[src/rtl/ifetch_unit.sv]
// ifetch_unit: instruction fetch stage for the 5-stage pipeline.
// Issues PCF to imem over a req/ready + rvalid handshake and loads the
// returned word into the IF/ID register (InstrD, PCPlus4D, ValidD, AdelD).
// Ports: clk, reset_n (sync, active-low), PCF, StallD, FlushD,
//   imem_req/imem_addr/imem_ready/imem_rvalid/imem_rdata, FetchStallF,
//   InstrD, PCPlus4D, ValidD, AdelD.
// Optional: IFETCH_ALIGN_CHECK_EN traps misaligned PCF as an AdelD marker.
module ifetch_unit #(
  parameter logic [31:0] RESET_INSTR = 32'h00000000
) (
  input  logic        clk,
  input  logic        reset_n,
  input  logic [31:0] PCF,
  input  logic        StallD,
  input  logic        FlushD,
  output logic        imem_req,
  output logic [31:0] imem_addr,
  input  logic        imem_ready,
  input  logic        imem_rvalid,
  input  logic [31:0] imem_rdata,
  output logic        FetchStallF,
  output logic [31:0] InstrD,
  output logic [31:0] PCPlus4D,
  output logic        ValidD,
  output logic        AdelD
);

  localparam logic [1:0] IDLE = 2'd0;
  localparam logic [1:0] REQ  = 2'd1;
  localparam logic [1:0] WAIT = 2'd2;
  localparam logic [1:0] HOLD = 2'd3;

  logic [1:0]  state;
  logic [31:0] req_addr;
  logic [31:0] hold_instr;
  logic        discard;
  logic        mis;
  logic        accept;
  logic        rsp;
  logic        wr_mem;
  logic        wr_hold;
  logic        wr_adel;

`ifdef IFETCH_ALIGN_CHECK_EN
  assign mis = (state == REQ) && (PCF[1:0] != 2'b00);
`else
  logic unused_pcf_lo;
  assign unused_pcf_lo = ^PCF[1:0];
  assign mis = 1'b0;
`endif

  assign imem_req  = (state == REQ) && !mis;
  assign imem_addr = {PCF[31:2], 2'b00};
  assign accept    = imem_req && imem_ready;
  assign rsp       = (state == WAIT) && imem_rvalid;

  // A response tagged by an earlier redirect never reaches IF/ID.
  assign wr_mem  = rsp && !discard && !FlushD && !StallD;
  assign wr_hold = (state == HOLD) && !FlushD && !StallD;
  assign wr_adel = mis && !FlushD && !StallD;

  assign FetchStallF = !(wr_mem || wr_hold || wr_adel || FlushD);

  always_ff @(posedge clk) begin
    if (!reset_n) begin
      state      <= IDLE;
      req_addr   <= 32'h0;
      hold_instr <= 32'h0;
      discard    <= 1'b0;
    end else begin
      unique case (state)
        IDLE: state <= REQ;
        REQ: begin
          if (accept) begin
            req_addr <= imem_addr;
            discard  <= FlushD;
            state    <= WAIT;
          end
        end
        WAIT: begin
          if (imem_rvalid) begin
            discard <= 1'b0;
            if (!discard && !FlushD && StallD) begin
              hold_instr <= imem_rdata;
              state      <= HOLD;
            end else begin
              state <= REQ;
            end
          end else if (FlushD) begin
            discard <= 1'b1;
          end
        end
        HOLD: begin
          if (FlushD || !StallD) state <= REQ;
        end
        default: state <= IDLE;
      endcase
    end
  end

  // Flush keeps PCPlus4D; only the instruction and valid bit are killed.
  always_ff @(posedge clk) begin
    if (!reset_n) begin
      InstrD   <= RESET_INSTR;
      PCPlus4D <= 32'h0;
      ValidD   <= 1'b0;
    end else if (FlushD) begin
      InstrD <= RESET_INSTR;
      ValidD <= 1'b0;
    end else if (wr_mem) begin
      InstrD   <= imem_rdata;
      PCPlus4D <= req_addr + 32'd4;
      ValidD   <= 1'b1;
    end else if (wr_hold) begin
      InstrD   <= hold_instr;
      PCPlus4D <= req_addr + 32'd4;
      ValidD   <= 1'b1;
    end else if (wr_adel) begin
      InstrD   <= RESET_INSTR;
      PCPlus4D <= PCF + 32'd4;
      ValidD   <= 1'b1;
    end
  end

`ifdef IFETCH_ALIGN_CHECK_EN
  always_ff @(posedge clk) begin
    if (!reset_n) begin
      AdelD <= 1'b0;
    end else if (FlushD || wr_mem || wr_hold) begin
      AdelD <= 1'b0;
    end else if (wr_adel) begin
      AdelD <= 1'b1;
    end
  end
`else
  assign AdelD = 1'b0;
`endif

endmodule

[config.mk]
export PLATFORM = sky130hd
export DESIGN_NAME = ifetch_unit
export DESIGN_NICKNAME = d
export VERILOG_FILES = /design/src/rtl/ifetch_unit.sv
export SDC_FILE = /design/constraint.sdc
export NUM_CORES = 1
export LEC_CHECK = 0
export BUFFER_PORTS_ARGS = -buffer_cell sky130_fd_sc_hd__buf_4
export CORE_ASPECT_RATIO = 0.6
export CORE_MARGIN = 1
export CORE_UTILIZATION = 52
export CTS_CLUSTER_DIAMETER = 50
export DETAILED_ROUTE_END_ITERATION = 12
export GPL_ROUTABILITY_DRIVEN = 0
export PLACE_DENSITY = 0.83
export SYNTH_ARGS = -nofsm -noshare
export SYNTH_HDL_FRONTEND = slang
export SYNTH_SLANG_ARGS = --single-unit
[constraint.sdc]
create_clock -name clk -period 2.4 [get_ports clk]
set_input_delay 0.36 -clock clk [delete_from_list [all_inputs] [get_ports clk]]
set_output_delay 0.36 -clock clk [all_outputs]
set_load 0.05 [all_outputs]
# Word-level counts from Yosys, hierarchy flattened
# Cells that the tools add are included.
[totals] regBits=130 in_bits=70 word_cells=57
[classes] n_addsub=1 n_reduce_logical=25 bitwise_logic=2 muxes=15 eq_ne=7
[op_table] op="32-bit 2-to-1 mux" count=4
[op_table] op="32-bit by 3-bit adder with 32-bit output, second input constant" count=1
[op_table] op="1-bit logical AND" count=9
[op_table] op="3-bit AND reduction" count=3
[op_table] op="2-bit 2-to-1 mux" count=4
[op_table] op="2-bit one-hot mux with 4 select lines" count=1
[op_table] op="1-bit 2-to-1 mux" count=5
[op_table] op="2-bit equality test, second input constant" count=2
[op_table] op="1-bit logical NOT" count=4
[op_table] op="2-bit by 1-bit inequality test with 1-bit output, second input constant" count=2
[op_table] op="2-bit AND reduction" count=2
[op_table] op="2-bit nonzero test" count=2
[op_table] op="1-bit logical OR" count=3
[op_table] op="3-bit inequality test, second input constant" count=1
[op_table] op="2-bit by 1-bit equality test with 1-bit output, second input constant" count=1
[op_table] op="2-bit logical NOT" count=1
[op_table] op="2-bit inequality test, second input constant" count=1
[op_table] op="1-bit NOT" count=2
[op_table] op="1-bit one-hot mux with 2 select lines" count=1
[op_table] op="2-bit OR reduction" count=1

# Logic depth before layout (Yosys ltp)
# Gate-level depths: netlist (run 1).
[logic_depth] ltp_word=8 mapped_depth=8 ltp_nobuf=6

# Worst setup path before layout (run 1)
# OpenSTA, ideal clock, no wires.
[synth_path] kind="register -> output" start="reg state[0]" end="out FetchStallF" path_stages_with_launch=8 n_path_buf=2 arrival_time_ps=2043 t_required_ps=2040 slack_ps=-3 cell_sequence="dfxtp_1 inv_1 ha_1 and3b_1 o21a_1 clkbuf_1 clkbuf_1 nor2_1"
[synth_between] elab_chain_cells=8 word_cells_on_any_way=11 cone_classes="eq/ne: 2; reduce/logical: 9"
[synth_lines] element="from (decl)" line_no="33" rtl="logic [1:0] state;"
[synth_lines] element="from (signal assigned)" line_no="66" rtl="state <= IDLE;"
[synth_lines] element="from (signal assigned)" line_no="72" rtl="IDLE: state <= REQ;"
[synth_lines] element="from (signal assigned)" line_no="77" rtl="state <= WAIT;"
[synth_lines] element="2-bit equality test" line_no="55" rtl="assign rsp = (state == WAIT) && imem_rvalid;"
[synth_lines] element="1-bit logical AND" line_no="55"
[synth_lines] element="1-bit logical AND (3 in a row)" line_no="58" rtl="assign wr_mem = rsp && !discard && !FlushD && !StallD;"
[synth_lines] element="1-bit logical OR * (2 in a row)" line_no="62" rtl="assign FetchStallF = !(wr_mem || wr_hold || wr_adel || FlushD);"
[synth_lines] element="1-bit logical NOT *" line_no="62"
[synth_lines] element="to (decl)" line_no="21" rtl="output logic FetchStallF,"
# Mark *: on every way between the ends. The rest lies on a longest branch, timed or not.

# Worst setup path after layout (run 1)
# Ends and elaborated chain as after synthesis.

==> summary.txt, run 1 <==
Maximum VDD drop: 0.600 mV
Pins Over Slew Limit: 0
Worst-path cell chain: inv_1 > ha_1 > and3b_1 > o21a_1 > nor2_2 > buf_4
Top delay family on crit path: flip-flops
Place WS: 0.313 ns
Sw frac: 0.244
Total wire length: 15.0 mm
Layout Nets: 889
Num Clock Sinks: 128
R2R cell count: 5
CTS Hold Bufs: 0
Clock-pin slew on the worst setup and hold paths: 0.06 ns
Post-synth EDFFs: 0
Status: finished clean
Vias in the first global route: 5034
Post-DRT Antenna Nets: 0
Die ar.: 11400 sq um
IO buf count: 162
Core Region: 10600 sq um
Initial antenna violation count: 0
Critical Path RT: 2.04 ns
Top_reg_cell synth: dfxtp_1
Final count of negative-setup-slack endpoints: 0
Hold path cells: 3
Num rows: 29
Clock Tree Buf Depth: 2
Layout cell share with drive strength beyond 1: 0.260
Minimum clock period: 2.24 ns
Clock Skew: 0.00989 ns
Post-route DRC: 0
FFs w/ async S/R, synth: 0
Post-Syn Area: 5680 sq um
Data arrival, critical path: 1.88 ns
GRT Overall Usage: 0.264
Max stage delay on crit path: 0.37 ns
Total negative slack: 0 ns
CTS root buf: clkbuf_16
Chip width: 137 microns
Final cycle utilization of the critical path: 0.934
DIE HEIGHT: 83.0 microns
Largest net degree at the start of global routing: 65
Critical path peak fanout: 6
Max Cap Viol: 0
Commonest non-fill, non-tap cell in the layout: buf_4
Fin worst setup slack: 0.158 ns
Mean area per synthesized cell: 8.14 sq um
Max Freq: 446 MHz
CTS resizes: 0
#FFs+latches synth: 128
First-pass GRT wire length: 23.6 mm
Boundary Pins: 170
DP HPWL: 10.2 mm
CTS tree: done
Syn. warnings: 0
Most frequent cells in the layout: 173 x buf_4, 144 x nand2_1, 128 x dfxtp_1
Type of the worst setup path: register to output port
Register area share after synthesis: 0.451
P_leak: 2.79 nW
Setup Buffers After CTS: 0
Vias/cell: 5.55
Worst min path class: input pin to register
Fin. Hold Viols: 0
Part of the power in combinational logic: 0.098
Total power: 5.50 mW
Cts bufs inserted: 17
Crit path launch type: register
Power share of the clock group: 0.497
Post-synthesis cell count: 698
Grt ovf: 0
Sw Pwr: 1.34 mW
CP max-delay cell: dfxtp_1
DRT iter0 DRCs: 354
Top sig layer: met4
Drt wl/cell: 15.5 microns
Final core occ: 0.701
Initial Util: 0.536
Cell total after placement: 935
Routed wl met2: 6.93 mm
Cell depth of the worst setup path: 6
Ant diodes: 0
Later-pin clock latency in the skew report: 0.40 ns
Sequential power share: 0.405
Met3 wire length: 1.03 mm
Area Overhead vs Synth: 30.8%
Buf+Inv Stages, Crit Path: 2
Max H-tree Level: 4
Internal power: 4.16 mW
Unrepaired setup endpoints after global routing: false
Distinct cells, synth: 40
CP Capture Type: output port
Routed metal-1 wirelength: 6.80 mm
Routed vias: 5371
Pwr dens: 741 nW/um^2
TritonRoute pass-1 iters: 5
Fin cells: 967
-- path summary, 6_finish.rpt --
check	start	to	slack, ns
worst min register to register	hold_instr[30]	hold_instr[30]	0.45
worst min-delay path	PCF[13]	req_addr[13]	0.21
worst max-delay path	state[0]	FetchStallF	0.16
worst max register to register	req_addr[2]	PCPlus4D[20]	0.27
-- final cells by class --
class | instances | area (sq um)
Timing Repair Buffer | 176 | 1360
Inverter | 10 | 37.5
Clock buffer | 20 | 457
Fill cell | 828 | 3160
Multi-Input combinational cell | 482 | 2660
Tap cell | 139 | 174
Sequential cell | 128 | 2560
Clock inverter | 12 | 183
-- flip-flops by register name (all words and copies together) (netlist names) --
name	count
InstrD	32
discard	1
state	2
PCPlus4D	30
ValidD	1
hold_instr	32
req_addr	30
-- synthesized netlist by cell type, types with 5 or more instances --
cell type    n  share of area
nand2_1    145          0.096
dfxtp_1    128           0.45
a21oi_1     73          0.064
nor2_1      48          0.032
a211oi_1    39          0.052
clkbuf_1    39          0.026
buf_4       35          0.046
mux2i_1     32          0.056
o21ai_0     23          0.020
nand3_1     21          0.018
inv_1       10         0.0066
or3_1       10          0.011
a31oi_1      9         0.0099
nand4_1      9         0.0099
xnor2_1      9          0.014
nor4_1       8         0.0088
or4_1        6         0.0079
nor3_1       5         0.0044
xor2_1       5         0.0077
-- through the flow --
| stage | hold slack (ns) | cell area [sq um] |
|---|---|---|
| global route | 0.197 | 7430 |
| global placement | 0.441 | 6790 |
| floorplan | 0.436 | 5700 |
| CTS | 0.192 | 7430 |
| finish | 0.211 | 7430 |
| detailed placement | 0.446 | 6790 |
-- cell families after synthesis --
group | after synthesis | synth area share
compound gates | 159 | 0.168
fa+ha+maj | 4 | 0.00881
simple gates | 268 | 0.209
other cells | 1 | 0.000660
buf+inv | 92 | 0.0848
mux | 32 | 0.0564
flops | 128 | 0.451
xor+xnor | 14 | 0.0216
-- power groups by stage --
stage | registers, mW | clock network, mW | logic (mW)
2_1_floorplan | 2.29 | 0 | 0.341
3_3_place_gp | 2.27 | 0 | 0.525
3_5_place_dp | 2.27 | 0 | 0.537
4_1_cts | 2.23 | 2.78 | 0.539
5_1_grt | 2.23 | 2.87 | 0.577
6_report | 2.23 | 2.74 | 0.540
-- worst min-delay path, cell delays in order --
cell and delay [ns]:
buf_4 0.11, nand2_1 0.05, a21oi_1 0.05
-- layer usage --
| layer | GRT usage | vias up |
|---|---|---|
| met3 | 0.0647 | 23 |
| met4 | 0.106 | 0 |
| met2 | 0.407 | 212 |
| met1 | 0.353 | 2519 |
| li1 | - | 2617 |
| met5 | 0 | - |
(Power assumes the default switching activity.)
==> run 2, diff against run 1 <==
--- a/config.mk
+++ b/config.mk
@@ -13,6 +13,7 @@
 export DETAILED_ROUTE_END_ITERATION = 12
 export GPL_ROUTABILITY_DRIVEN = 0
 export PLACE_DENSITY = 0.83
+export RECOVER_POWER = 100
 export SYNTH_ARGS = -nofsm -noshare
 export SYNTH_HDL_FRONTEND = slang
 export SYNTH_SLANG_ARGS = --single-unit
==> run 2 against run 1 <==
Against the previous run:
- first-iteration DRC count up 0.85%
- wire length about the same
- final cell count unchanged
- utilization down 3.6 points
- critical path depth unchanged
- sequential power about the same
- worst hold slack worse by 0.0060 ns
==> summary.txt, run 2 (synthesized netlist as in run 1, its figures left out) <==
Status: finished clean
Commonest non-fill, non-tap cell in the layout: nand2_1
Drt wl/cell: 15.5 microns
Biggest regs: InstrD x32, hold_instr x32
CTS root buf: clkbuf_16
Data arrival, critical path: 1.89 ns
Sw frac: 0.247
Reg2reg start: req_addr[2]
Layout cell share with drive strength beyond 1: 0.145
Unrepaired setup endpoints after global routing: false
Clock Skew: 0.0116 ns
Total wire length: 15.0 mm
Routed vias: 5378
Fillers: 943
Sw Pwr: 1.35 mW
Area Overhead vs Synth: 24.2%
FF/Latch Area: 2560 sq um
Flop-to-flop setup slack: 0.28 ns
IO buf count: 162
Boundary Pins: 170
Total power: 5.48 mW
Max Freq: 445 MHz
Worst-path cell chain: inv_1 > ha_1 > and3b_1 > o21a_1 > nor2_2 > buf_4
Minimum clock period: 2.25 ns
Setup Buffers After CTS: 0
Buf+Inv Stages, Crit Path: 2
Max stage delay on crit path: 0.37 ns
Final core occ: 0.666
Cts bufs inserted: 17
Sequential power share: 0.407
Chip width: 137 microns
Post-DRT Antenna Nets: 0
Clock Tree Buf Depth: 2
Power share of the clock group: 0.502
Grt ovf: 0
DIE HEIGHT: 83.0 microns
Maximum VDD drop: 0.609 mV
Worst min path class: input pin to register
TritonRoute pass-1 iters: 5
CTS resizes: 0
Vias/cell: 5.56
Max H-tree Level: 4
Slew Limit Headroom: 0.503
Fin. Hold Viols: 0
R2R cell count: 5
Crit path launch type: register
Post-route DRC: 0
CTS tree: done
Layout Nets: 889
Internal power: 4.13 mW
Core Region: 10600 sq um
DP HPWL: 10.2 mm
Initial antenna violation count: 0
Final count of negative-setup-slack endpoints: 0
GRT Overall Usage: 0.264
Ant diodes: 0
Most frequent cells in the layout: 144 x nand2_1, 128 x dfxtp_1, 96 x clkbuf_1
Critical Path RT: 2.04 ns
Critical path peak fanout: 6
Worst reg2reg path endpoint: PCPlus4D[20]
Worst Tran Pin Value: 0.745 ns
Max Cap Viol: 0
Type of the worst setup path: register to output port
Hold Startpoint: PCF[11]
First-pass GRT wire length: 23.6 mm
CTS Hold Bufs: 0
Hold Path End: req_addr[11]
Num Clock Sinks: 128
Vias in the first global route: 5034
DRT iter0 DRCs: 357
Total negative slack: 0 ns
Top delay family on crit path: flip-flops
Clock-pin slew on the worst setup and hold paths: 0.06 ns
Part of the power in combinational logic: 0.092
Initial Util: 0.536
CP Capture Type: output port
Pins Over Slew Limit: 0
Final cycle utilization of the critical path: 0.937
P_leak: 2.39 nW
Multi-input gate area: 2660 sq um
CP max-delay cell: dfxtp_1
Hold path cells: 3
Largest net degree at the start of global routing: 65
Pwr dens: 776 nW/um^2
Later-pin clock latency in the skew report: 0.41 ns
Num rows: 29
Die ar.: 11400 sq um
-- run 2: cell count changes in the layout (fill, tap and decap cells not counted), sizes merged --
cell | previous run | this run
buf | 176 | 76
clkbuf | 20 | 120
-- run 2: tightest hold or removal path: stages --
cell	delay [ns]
buf_4	0.11
nand2_1	0.05
a21oi_1	0.05
-- run 2: area by class of cell --
type / count / area share
Clock buffer: 20 / 0.0647
Clock inverter: 12 / 0.0259
Inverter: 10 / 0.00532
Multi-Input combinational cell: 482 / 0.377
Sequential cell: 128 / 0.363
Tap cell: 139 / 0.0246
Timing Repair Buffer: 176 / 0.139
-- run 2: per-stage QoR --
| step | instance area [sq um] | setup slack, ns | cells | hold WS (ns) |
|---|---|---|---|---|
| detailed placement | 6790 | 0.313 | 935 | 0.446 |
| global placement | 6790 | 0.372 | 935 | 0.441 |
| global route | 7060 | 0.0348 | 967 | 0.197 |
| finish | 7060 | 0.152 | 967 | 0.205 |
| CTS | 7430 | 0.127 | 967 | 0.192 |
| floorplan | 5700 | 0.218 | 702 | 0.436 |
-- run 2: worst max path at each step --
stage | slack, ns | endpoint | cells past startpoint | from
2_1_floorplan | 0.22 | FetchStallF | 7 | state[0]
4_1_cts | 0.13 | FetchStallF | 6 | state[0]
6_report | 0.15 | FetchStallF | 6 | state[0]
3_5_place_dp | 0.31 | PCPlus4D[20] | 5 | req_addr[2]
5_1_grt | 0.03 | FetchStallF | 6 | state[0]
3_3_place_gp | 0.37 | PCPlus4D[30] | 5 | req_addr[2]
-- run 2: power by group through the flow --
| stage | combinational, mW | clock, mW | sequential (mW) |
|---|---|---|---|
| 6_report | 0.504 | 2.75 | 2.23 |
| 3_5_place_dp | 0.537 | 0 | 2.27 |
| 3_3_place_gp | 0.525 | 0 | 2.27 |
| 4_1_cts | 0.539 | 2.78 | 2.23 |
| 2_1_floorplan | 0.341 | 0 | 2.29 |
| 5_1_grt | 0.540 | 2.87 | 2.23 |
-- run 2: per-layer routing --
metal	share of wire	vias to the layer above	track usage
met2	0.45	206	0.407
li1	-	2613	-
met5	0	-	0
met3	0.065	27	0.0647
met1	0.46	2532	0.353
met4	0.018	0	0.106
